**config.mk**
```make
export PLATFORM = sky130hd
export DESIGN_NAME = mem_xbar_arb_flat
export DESIGN_NICKNAME = d
export VERILOG_FILES = /design/src/rtl/mem_xbar_arb_if.sv /design/src/rtl/mem_xbar_arb.sv /design/src/flat_wrapper.sv
export SDC_FILE = /design/constraint.sdc
export NUM_CORES = 1
export LEC_CHECK = 0
export CORE_AREA = 2 2 136 138
export CTS_CLUSTER_DIAMETER = 200
export DETAILED_ROUTE_END_ITERATION = 10
export DIE_AREA = 0 0 138 140
export GPL_TIMING_DRIVEN = 0
export MAX_ROUTING_LAYER = met4
export SLEW_MARGIN = 0
export SYNTH_ARGS = -nofsm -noshare
export SYNTH_HDL_FRONTEND = slang
export SYNTH_SLANG_ARGS = --single-unit
export TNS_END_PERCENT = 100
```
**constraint.sdc**
```tcl
create_clock -name clk -period 6 [get_ports clk]
set_input_delay 0.9 -clock clk [delete_from_list [all_inputs] [get_ports clk]]
set_output_delay 0.9 -clock clk [all_outputs]
set_load 0.05 [all_outputs]
```
**src/rtl/mem_xbar_arb_if.sv**
```systemverilog
// Master-side request/response bus of the memory crossbar; every master owns one
// packed lane, with master 0 in the least significant bits.
interface mem_xbar_arb_if #(
   parameter int NUM_MASTERS = 2,
   parameter int ADDR_WIDTH  = 30,
   parameter int DATA_WIDTH  = 32
);
   logic [NUM_MASTERS-1:0]              i_m_req;
   logic [NUM_MASTERS*ADDR_WIDTH-1:0]   i_m_addr;
   logic [NUM_MASTERS*DATA_WIDTH-1:0]   i_m_data;
   logic [NUM_MASTERS*DATA_WIDTH/8-1:0] i_m_mask;
   logic [NUM_MASTERS-1:0]              i_m_wren;
   logic [NUM_MASTERS-1:0]              o_m_gnt;
   logic [NUM_MASTERS-1:0]              o_m_rvalid;
   logic                                o_m_err;
   logic [DATA_WIDTH-1:0]               o_m_rdata;

   modport master (
      output i_m_req, i_m_addr, i_m_data, i_m_mask, i_m_wren,
      input  o_m_gnt, o_m_rvalid, o_m_err, o_m_rdata
   );

   modport slave (
      input  i_m_req, i_m_addr, i_m_data, i_m_mask, i_m_wren,
      output o_m_gnt, o_m_rvalid, o_m_err, o_m_rdata
   );
endinterface

```
**src/rtl/mem_xbar_arb.sv**
```systemverilog
// Round-robin arbiter routing NUM_MASTERS request ports to data memory, an MMIO
// window, or a decode-error responder, with one transaction in flight at a time.
module mem_xbar_arb #(
   parameter int                    NUM_MASTERS     = 2,
   parameter int                    ADDR_WIDTH      = 30,
   parameter int                    DATA_WIDTH      = 32,
   parameter int                    DMEM_ADDR_WIDTH = 10,
   parameter logic [ADDR_WIDTH-1:0] DATA_START      = 30'h0,
   parameter logic [ADDR_WIDTH-1:0] DATA_LIMIT      = 30'h3FF,
   parameter logic [ADDR_WIDTH-1:0] MMIO_START      = 30'h4000000,
   parameter logic [ADDR_WIDTH-1:0] MMIO_LIMIT      = 30'h40000FF
) (
   input  logic                       clk,
   input  logic                       rst_n,
   mem_xbar_arb_if.slave              bus,
   output logic [DMEM_ADDR_WIDTH-1:0] o_dmem_addr,
   output logic [DATA_WIDTH-1:0]      o_dmem_data,
   output logic [DATA_WIDTH/8-1:0]    o_dmem_mask,
   output logic                       o_dmem_wren,
   input  logic [DATA_WIDTH-1:0]      i_dmem_data,
   output logic                       o_mmio_req,
   output logic [ADDR_WIDTH-1:0]      o_mmio_addr,
   output logic [DATA_WIDTH-1:0]      o_mmio_data,
   output logic [DATA_WIDTH/8-1:0]    o_mmio_mask,
   output logic                       o_mmio_wren,
   input  logic                       i_mmio_ready,
   input  logic [DATA_WIDTH-1:0]      i_mmio_data
);

   localparam int MASK_WIDTH = DATA_WIDTH / 8;
   localparam int ID_WIDTH   = (NUM_MASTERS > 1) ? $clog2(NUM_MASTERS) : 1;
   localparam logic [ADDR_WIDTH-1:0] DATA_SPAN = DATA_LIMIT - DATA_START;
   localparam logic [ADDR_WIDTH-1:0] MMIO_SPAN = MMIO_LIMIT - MMIO_START;

   typedef enum logic [1:0] {IDLE, DMEM_RESP, MMIO_WAIT, ERR_RESP} state_t;

   state_t                  state, state_next;
   logic [ID_WIDTH-1:0]     rr_ptr, lat_id, win_id, cand;
   logic                    win_found;
   logic [ADDR_WIDTH-1:0]   win_addr, data_off, mmio_off, lat_addr;
   logic [DATA_WIDTH-1:0]   win_data, lat_data;
   logic [MASK_WIDTH-1:0]   win_mask, lat_mask;
   logic                    win_wren, lat_wren;
   logic                    in_data, in_mmio;

   // First requester at or above rr_ptr, wrapping around.
   always_comb begin
      win_found = 1'b0;
      win_id    = '0;
      cand      = '0;
      for (int k = 0; k < NUM_MASTERS; k++) begin
         cand = ID_WIDTH'((int'(rr_ptr) + k) % NUM_MASTERS);
         if (!win_found && bus.i_m_req[cand]) begin
            win_found = 1'b1;
            win_id    = cand;
         end
      end
   end

   assign win_addr = bus.i_m_addr[int'(win_id)*ADDR_WIDTH +: ADDR_WIDTH];
   assign win_data = bus.i_m_data[int'(win_id)*DATA_WIDTH +: DATA_WIDTH];
   assign win_mask = bus.i_m_mask[int'(win_id)*MASK_WIDTH +: MASK_WIDTH];
   assign win_wren = bus.i_m_wren[win_id];

   // Offset-and-span compare gives inclusive bounds without signed/zero-bound corner cases.
   assign data_off = win_addr - DATA_START;
   assign mmio_off = win_addr - MMIO_START;
   assign in_data  = (data_off <= DATA_SPAN);
   assign in_mmio  = !in_data && (mmio_off <= MMIO_SPAN);

   always_ff @(posedge clk or negedge rst_n) begin
      if (!rst_n) begin
         state    <= IDLE;
         rr_ptr   <= '0;
         lat_id   <= '0;
         lat_addr <= '0;
         lat_data <= '0;
         lat_mask <= '0;
         lat_wren <= 1'b0;
      end else begin
         state <= state_next;
         if (state == IDLE && win_found) begin
            lat_id   <= win_id;
            lat_addr <= win_addr;
            lat_data <= win_data;
            lat_mask <= win_mask;
            lat_wren <= win_wren;
            rr_ptr   <= ID_WIDTH'((int'(win_id) + 1) % NUM_MASTERS);
         end
      end
   end

   always_comb begin
      state_next     = state;
      bus.o_m_gnt    = '0;
      bus.o_m_rvalid = '0;
      bus.o_m_err    = 1'b0;
      bus.o_m_rdata  = '0;
      o_dmem_addr    = '0;
      o_dmem_data    = '0;
      o_dmem_mask    = '0;
      o_dmem_wren    = 1'b0;
      o_mmio_req     = 1'b0;
      o_mmio_addr    = '0;
      o_mmio_data    = '0;
      o_mmio_mask    = '0;
      o_mmio_wren    = 1'b0;
      case (state)
         IDLE: begin
            // Grants are held off while reset is asserted so every output reads 0.
            if (win_found && rst_n) begin
               bus.o_m_gnt[win_id] = 1'b1;
               if (in_data) begin
                  o_dmem_addr = data_off[DMEM_ADDR_WIDTH-1:0];
                  o_dmem_data = win_data;
                  o_dmem_mask = win_mask;
                  o_dmem_wren = win_wren;
                  state_next  = DMEM_RESP;
               end else if (in_mmio) begin
                  state_next  = MMIO_WAIT;
               end else begin
                  state_next  = ERR_RESP;
               end
            end
         end
         DMEM_RESP: begin
            bus.o_m_rvalid[lat_id] = 1'b1;
            bus.o_m_rdata          = lat_wren ? '0 : i_dmem_data;
            state_next             = IDLE;
         end
         MMIO_WAIT: begin
            o_mmio_req  = 1'b1;
            o_mmio_addr = lat_addr - MMIO_START;
            o_mmio_data = lat_data;
            o_mmio_mask = lat_mask;
            o_mmio_wren = lat_wren;
            if (i_mmio_ready) begin
               bus.o_m_rvalid[lat_id] = 1'b1;
               bus.o_m_rdata          = lat_wren ? '0 : i_mmio_data;
               state_next             = IDLE;
            end
         end
         ERR_RESP: begin
            bus.o_m_rvalid[lat_id] = 1'b1;
            bus.o_m_err            = 1'b1;
            state_next             = IDLE;
         end
         default: state_next = IDLE;
      endcase
   end

endmodule

```
**src/flat_wrapper.sv**
```systemverilog
// flat-port wrapper written by rule: the top's interface ports become plain ports
module mem_xbar_arb_flat 
#(
   parameter int                    NUM_MASTERS     = 2,
   parameter int                    ADDR_WIDTH      = 30,
   parameter int                    DATA_WIDTH      = 32,
   parameter int                    DMEM_ADDR_WIDTH = 10,
   parameter logic [ADDR_WIDTH-1:0] DATA_START      = 30'h0,
   parameter logic [ADDR_WIDTH-1:0] DATA_LIMIT      = 30'h3FF,
   parameter logic [ADDR_WIDTH-1:0] MMIO_START      = 30'h4000000,
   parameter logic [ADDR_WIDTH-1:0] MMIO_LIMIT      = 30'h40000FF
)
  (clk, rst_n, o_dmem_addr, o_dmem_data, o_dmem_mask, o_dmem_wren, i_dmem_data, o_mmio_req, o_mmio_addr, o_mmio_data, o_mmio_mask, o_mmio_wren, i_mmio_ready, i_mmio_data, bus_i_m_req, bus_i_m_addr, bus_i_m_data, bus_i_m_mask, bus_i_m_wren, bus_o_m_gnt, bus_o_m_rvalid, bus_o_m_err, bus_o_m_rdata);
  mem_xbar_arb_if #(.NUM_MASTERS(NUM_MASTERS), .ADDR_WIDTH(ADDR_WIDTH), .DATA_WIDTH(DATA_WIDTH)) bus_i ();
  input  logic clk;
  input  logic rst_n;
  output logic [DMEM_ADDR_WIDTH-1:0] o_dmem_addr;
  output logic [DATA_WIDTH-1:0] o_dmem_data;
  output logic [DATA_WIDTH/8-1:0] o_dmem_mask;
  output logic o_dmem_wren;
  input  logic [DATA_WIDTH-1:0] i_dmem_data;
  output logic o_mmio_req;
  output logic [ADDR_WIDTH-1:0] o_mmio_addr;
  output logic [DATA_WIDTH-1:0] o_mmio_data;
  output logic [DATA_WIDTH/8-1:0] o_mmio_mask;
  output logic o_mmio_wren;
  input  logic i_mmio_ready;
  input  logic [DATA_WIDTH-1:0] i_mmio_data;
  input wire logic [$bits(bus_i.i_m_req)-1:0] bus_i_m_req;
  input wire logic [$bits(bus_i.i_m_addr)-1:0] bus_i_m_addr;
  input wire logic [$bits(bus_i.i_m_data)-1:0] bus_i_m_data;
  input wire logic [$bits(bus_i.i_m_mask)-1:0] bus_i_m_mask;
  input wire logic [$bits(bus_i.i_m_wren)-1:0] bus_i_m_wren;
  output wire logic [$bits(bus_i.o_m_gnt)-1:0] bus_o_m_gnt;
  output wire logic [$bits(bus_i.o_m_rvalid)-1:0] bus_o_m_rvalid;
  output wire logic [$bits(bus_i.o_m_err)-1:0] bus_o_m_err;
  output wire logic [$bits(bus_i.o_m_rdata)-1:0] bus_o_m_rdata;
  assign bus_i.i_m_req = bus_i_m_req;
  assign bus_i.i_m_addr = bus_i_m_addr;
  assign bus_i.i_m_data = bus_i_m_data;
  assign bus_i.i_m_mask = bus_i_m_mask;
  assign bus_i.i_m_wren = bus_i_m_wren;
  assign bus_o_m_gnt = bus_i.o_m_gnt;
  assign bus_o_m_rvalid = bus_i.o_m_rvalid;
  assign bus_o_m_err = bus_i.o_m_err;
  assign bus_o_m_rdata = bus_i.o_m_rdata;
  mem_xbar_arb #(.NUM_MASTERS(NUM_MASTERS), .ADDR_WIDTH(ADDR_WIDTH), .DATA_WIDTH(DATA_WIDTH), .DMEM_ADDR_WIDTH(DMEM_ADDR_WIDTH), .DATA_START(DATA_START), .DATA_LIMIT(DATA_LIMIT), .MMIO_START(MMIO_START), .MMIO_LIMIT(MMIO_LIMIT)) u_core (.clk(clk), .rst_n(rst_n), .bus(bus_i), .o_dmem_addr(o_dmem_addr), .o_dmem_data(o_dmem_data), .o_dmem_mask(o_dmem_mask), .o_dmem_wren(o_dmem_wren), .i_dmem_data(i_dmem_data), .o_mmio_req(o_mmio_req), .o_mmio_addr(o_mmio_addr), .o_mmio_data(o_mmio_data), .o_mmio_mask(o_mmio_mask), .o_mmio_wren(o_mmio_wren), .i_mmio_ready(i_mmio_ready), .i_mmio_data(i_mmio_data));
endmodule
```
* After elaboration in Yosys (flattened, before gate mapping)
Cells that the tools add are included.
Cells by class: add/subtract/negate cells 4, multiply operators 1, $lt $le $gt $ge 8, eq/ne operators 5, shift-type cells 3, multiplexer cells 45, reductions and logical operators 11
Operators with widths (count):
- $mux 32 | 7
- $pmux 32 s2 | 1
- $shiftx 64x7->32 | 1
- $shiftx 60x32->30 | 1
- $sub 30x27->30 const B | 2
- $le 30x10->1 const B | 1
- $le 30x8->1 const B | 1
- $mux 10 | 3
- $mux 30 | 1
- $mux 1 | 19
- $mux 4 | 4
- $mux 2 | 6
- $lt 1x2->1 const B | 4
- $shiftx 8x4->4 | 1
- $logic_and 1x1->1 | 6
- $pmux 2 s3 | 1
- $mul 1x4->5 const B | 1
- $eq 2x2->1 const B | 2
- $ne 2x2->1 const B | 2
- $pmux 2 s2 | 1
- $add 1x1->1 const B | 2
- $demux 1 s1 | 2
- $eq 2x1->1 const B | 1
- $ge 1x1->1 const B | 2
- 4 further kinds | 5
Storage, ports and cells: register bits 71, input port bits 203, output and inout port bits 152, logic and storage cells 84

* Longest topological paths before layout
depth in word-level cells 15, gate-level depth with buffers 8, gate-level depth less buffers 7

* Worst setup path before layout
OpenSTA, ideal clock, no wires.
kind input to output, start in bus_i_m_addr[28], end out o_dmem_mask[2], arrival time 2.862 ns, required time 5.100 ns, slack 2.238 ns, stages 4, path buffers 0, cell sequence or3_1 nor4_2 or2_2 nor3b_1
On the way: cells in the longest elaborated chain, start to end 5
RTL lines:
- start, declared | line flat_wrapper.sv:30 | input wire logic [$bits(bus_i.i_m_addr)-1:0] bus_i_m_addr;
- $shiftx 60x32->30 | line mem_xbar_arb.sv:60 | assign win_addr = bus.i_m_addr[int'(win_id)*ADDR_WIDTH +: ADDR_WIDTH];
- $le 30x10->1 | line mem_xbar_arb.sv:68 | assign in_data = (data_off <= DATA_SPAN);
- $mux 4 | line mem_xbar_arb.sv:113 | if (in_data) begin
- $mux 4 | line mem_xbar_arb.sv:111 | if (win_found && rst_n) begin
- $mux 4 | line mem_xbar_arb.sv:108 | case (state)
- end, declared | line flat_wrapper.sv:19 | output logic [DATA_WIDTH/8-1:0] o_dmem_mask;
Every way passes these cells.

* Worst setup path after layout
start in bus_i_m_req[0], end out o_dmem_addr[8]
On the way: cells in the longest elaborated chain, start to end 12, elaborated cells on any way between the ends 17, classes of those cells 1 x mul; 1 x order compare; 1 x shift; 11 x mux; 3 x reduce/logical
RTL lines:
- start, declared | line flat_wrapper.sv:29 | input wire logic [$bits(bus_i.i_m_req)-1:0] bus_i_m_req;
- $mux 1 (not written as such) (2 in series) | line mem_xbar_arb.sv:53 | if (!win_found && bus.i_m_req[cand]) begin
- $mux 1 | line mem_xbar_arb.sv:53
- $logic_not 1->1 | line mem_xbar_arb.sv:53
- $logic_and 1x1->1 | line mem_xbar_arb.sv:53
- $mux 1 | line mem_xbar_arb.sv:53
- $mul 1x4->5 | line mem_xbar_arb.sv:60
- $shiftx 60x32->30 | line mem_xbar_arb.sv:60
- $le 30x10->1 | line mem_xbar_arb.sv:68
- $mux 10 | line mem_xbar_arb.sv:113
- $mux 10 * | line mem_xbar_arb.sv:111
- $mux 10 * | line mem_xbar_arb.sv:108
- end, declared | line flat_wrapper.sv:17 | output logic [DMEM_ADDR_WIDTH-1:0] o_dmem_addr;
Mark *: on every way between the ends. The rest lies on a longest branch, timed or not. The select of a mux whose other input is x is not followed.

==> flow_metrics.env <==
export IMPL_antenna_found_initial=1
export IMPL_portBuffers=353
export IMPL_vias=5392
export IMPL_hp_class="reg2reg"
export IMPL_cts_htree_levels=3
export IMPL_timing_hold_ws_ns=0.4696
export IMPL_synthMuxAreaShare=0.1076
export IMPL_synth_compound_area_frac=0.1491
export IMPL_place_congestion=0.8523
export IMPL_clkPwrFrac=0.139
export IMPL_worstPathRequired_ns=5.10
export IMPL_cts_buffers=9
export IMPL_grt_pass1_vias=5572
export IMPL_hold_depth=2
export IMPL_firstDrtPassIters=4
export IMPL_grt_setup_unrepaired="no"
export IMPL_synth_xor_area_share=0.003843
export IMPL_synth_flop_cell="dfrtp_1"
export IMPL_ys_seq_area_frac=0.3898
export IMPL_syn_avg_cell_area_um2=7.927
export IMPL_drtIter0Drc=167
export IMPL_die_width_um=138
export IMPL_fp_dieH_um=140
export IMPL_min_period_over_period=0.8556
export IMPL_skew_ns=0.008733
export IMPL_coreArea_mm2=0.01778
export IMPL_cts_post_setup_buffers_inserted=0
export IMPL_outcome="complete, no violations"
export IMPL_cts_hold_buf=0
export IMPL_clock_sinks=71
export IMPL_finalWorstSetupSlack_ns=0.8667
export IMPL_synth_top_family_by_area="simple AND/OR/NAND/NOR gates"
export IMPL_setup_violations=0
export IMPL_worstMarginPinSlew_ns=0.6896
export IMPL_grt_max_degree=40
export IMPL_path_max_fanout=10
export IMPL_holdPathEnd="u_core.lat_data[6]"
export IMPL_arrival_ns=4.23
export IMPL_pwr_density_cell_mw_per_mm2=442.3
export IMPL_wirelength_mm=20.67
export IMPL_initial_utilization=0.2564
export IMPL_fin_setup_tns_ns=0
export IMPL_synth_area_mm2=0.004558
export IMPL_max_cap_viol_count=0
export IMPL_pwr_share_comb=0.642
export IMPL_cp_end_kind="output port"
export IMPL_die_area_mm2=0.01932
export IMPL_pwr_share_seq=0.218
export IMPL_areaGrowthSynthToFinish_pct=90.64
export IMPL_grt_pass1_wl_mm=31.84
export IMPL_setup_worst_path_class="in2out"
export IMPL_maxSlewViolCount=0
export IMPL_r2r_cells=8
export IMPL_ir_drop_v=0.0001993
export IMPL_finalHoldViolCount=0
export IMPL_dp_hpwl_mm=16.72
export IMPL_clk_latency_ns=0.33
export IMPL_final_nets=1149
export IMPL_startpoint_type="input port"
export IMPL_netlist_instances=575
export IMPL_ys_ff_latch=71
export IMPL_pre_cts_ws_ns=0.7698
export IMPL_routedWlPerCell_um=17.59
export IMPL_period_needed_ns=5.133
export IMPL_drive_above_1_share=0.03175
export IMPL_synth_nets=784
export IMPL_pin_count=355
export IMPL_p_total_mw=3.843
export IMPL_ys_types=29
export IMPL_fmax_mhz=194.8
export IMPL_p_switching_mw=1.942
export IMPL_cts_tree="built"
export IMPL_r2r_setup_slack_ns=3.45
export IMPL_synth_adder_area_share=0.01647
export IMPL_utilization=0.4887
export IMPL_p_sw_frac=0.5052
export IMPL_via_per_inst=4.589
export IMPL_cts_root_buf="clkbuf_16"
export IMPL_slew_headroom=0.5372
export IMPL_r2r_end="u_core.lat_addr[2]"
export IMPL_synth_edf_count=0
export IMPL_postCtsResizedCells=0
export IMPL_async_flop_share=1.000
export IMPL_drc=0
export IMPL_ant_nets=0
export IMPL_yosys_warnings=0
export IMPL_rows=49
export IMPL_timing_rr_start="u_core.state[0]"
export IMPL_intPower_mw=1.902
export IMPL_path_clk_slew_ns=0.06
export IMPL_grt_overflow_total=0
export IMPL_leakagePower_nw=3.529
export IMPL_min_from="u_core.lat_data[6]"
export IMPL_grt_total_usage=0.2167
export IMPL_cts_max_path_buffers=2
export IMPL_synthSimpleGateAreaFrac=0.2888
[kinds of logic after synthesis]
logic type | count (synthesis)
simple gates | 286
compound gates | 111
flops | 71
buf+inv | 50
mux | 49
fa+ha+maj | 6
xor+xnor | 2
[power groups by stage]
stage,clock network (mW),logic (mW),registers [mW]
2_1_floorplan,0,1.62,0.808
3_3_place_gp,0,2.49,0.835
3_5_place_dp,0,2.50,0.846
4_1_cts,0.548,2.51,0.838
5_1_grt,0.569,2.66,0.872
6_report,0.536,2.47,0.838
[layer usage]
metal	GRT usage	part of all wire
met1	0.2416	0.39
met2	0.3877	0.52
met3	0.05368	0.062
met4	0.05747	0.019
met5	-	0
[area by class of cell]
type / instances / area (um2)
fillers: 1794 / 9090
repair buffers: 354 / 3551
multi-input cells: 454 / 2579
flip-flops and latches: 71 / 1777
well taps: 229 / 286.5
clock buffers: 12 / 246.5
plain buffers: 46 / 187.7
clock inverters: 4 / 45.04
inverters: 4 / 15.01
diodes: 1 / 2.502
[placed cells by master, fill, tap and decap left out]
cell,count
bufinv_16,1
inv_1,4
clkbuf_16,9
o21ai_0,50
clkbuf_1,38
buf_12,1
o2111ai_2,1
nand2_1,92
clkbuf_8,1
a22oi_1,32
clkdlybuf4s50_1,352
and3_1,2
nand2b_1,2
or2_2,1
nor4_2,2
buf_2,9
diode_2,1
o21a_1,1
a31oi_1,22
or3_1,2
clkinv_2,3
ha_1,6
nor4_1,8
nor3_1,2
nand3_1,2
mux2i_1,49
xor2_1,2
and2_1,67
nor2_1,101
nor3b_1,2
a21oi_1,3
o21ai_1,1
a22o_1,1
dfrtp_1,71
nor2b_1,3
buf_4,2
[Yosys cell counts, drive strengths merged, types with 4 or more instances]
| library cell | n | area (um2) |
|---|---|---|
| a22oi | 32 | 240.2 |
| a31oi | 22 | 137.6 |
| and2 | 67 | 419.2 |
| buf | 10 | 52.55 |
| clkbuf | 36 | 135.1 |
| dfrtp | 71 | 1777 |
| ha | 6 | 75.07 |
| inv | 4 | 15.01 |
| mux2i | 49 | 490.5 |
| nand2 | 92 | 345.3 |
| nor2 | 101 | 379.1 |
| nor4 | 10 | 75.07 |
| o21ai | 51 | 255.2 |
[metrics by stage]
step                      cell area [um2]  cells
after floorplan                      4558    575
after global placement               8378   1157
after detailed placement             8396   1158
after CTS                            8687   1174
after global routing                 8690   1175
final                                8690   1175
[worst max-delay path, stage by stage]
cell and delay [ns]:
clkdlybuf4s50_1 0.58, nand2b_1 0.09, nand2_1 0.38, mux2i_1 0.51, o2111ai_2 0.44, buf_2 0.36, nor2_1 0.13, clkdlybuf4s50_1 0.83
[sequential cells by signal (all words and copies together) (netlist names)]
name             flops
u_core.lat_id        1
u_core.state         2
u_core.lat_mask      4
u_core.rr_ptr        1
u_core.lat_wren      1
u_core.lat_addr     30
u_core.lat_data     32
[worst max path at each step]
stage,from,endpoint
floorplan,bus_i_m_addr[28],o_dmem_mask[2]
global placement,rst_n,o_dmem_data[15]
detailed placement,bus_i_m_req[0],o_dmem_addr[8]
CTS,bus_i_m_req[0],o_dmem_addr[8]
global route,bus_i_m_req[0],o_dmem_addr[8]
finish,bus_i_m_req[0],o_dmem_addr[8]
Power figures use the tool's default switching activity.
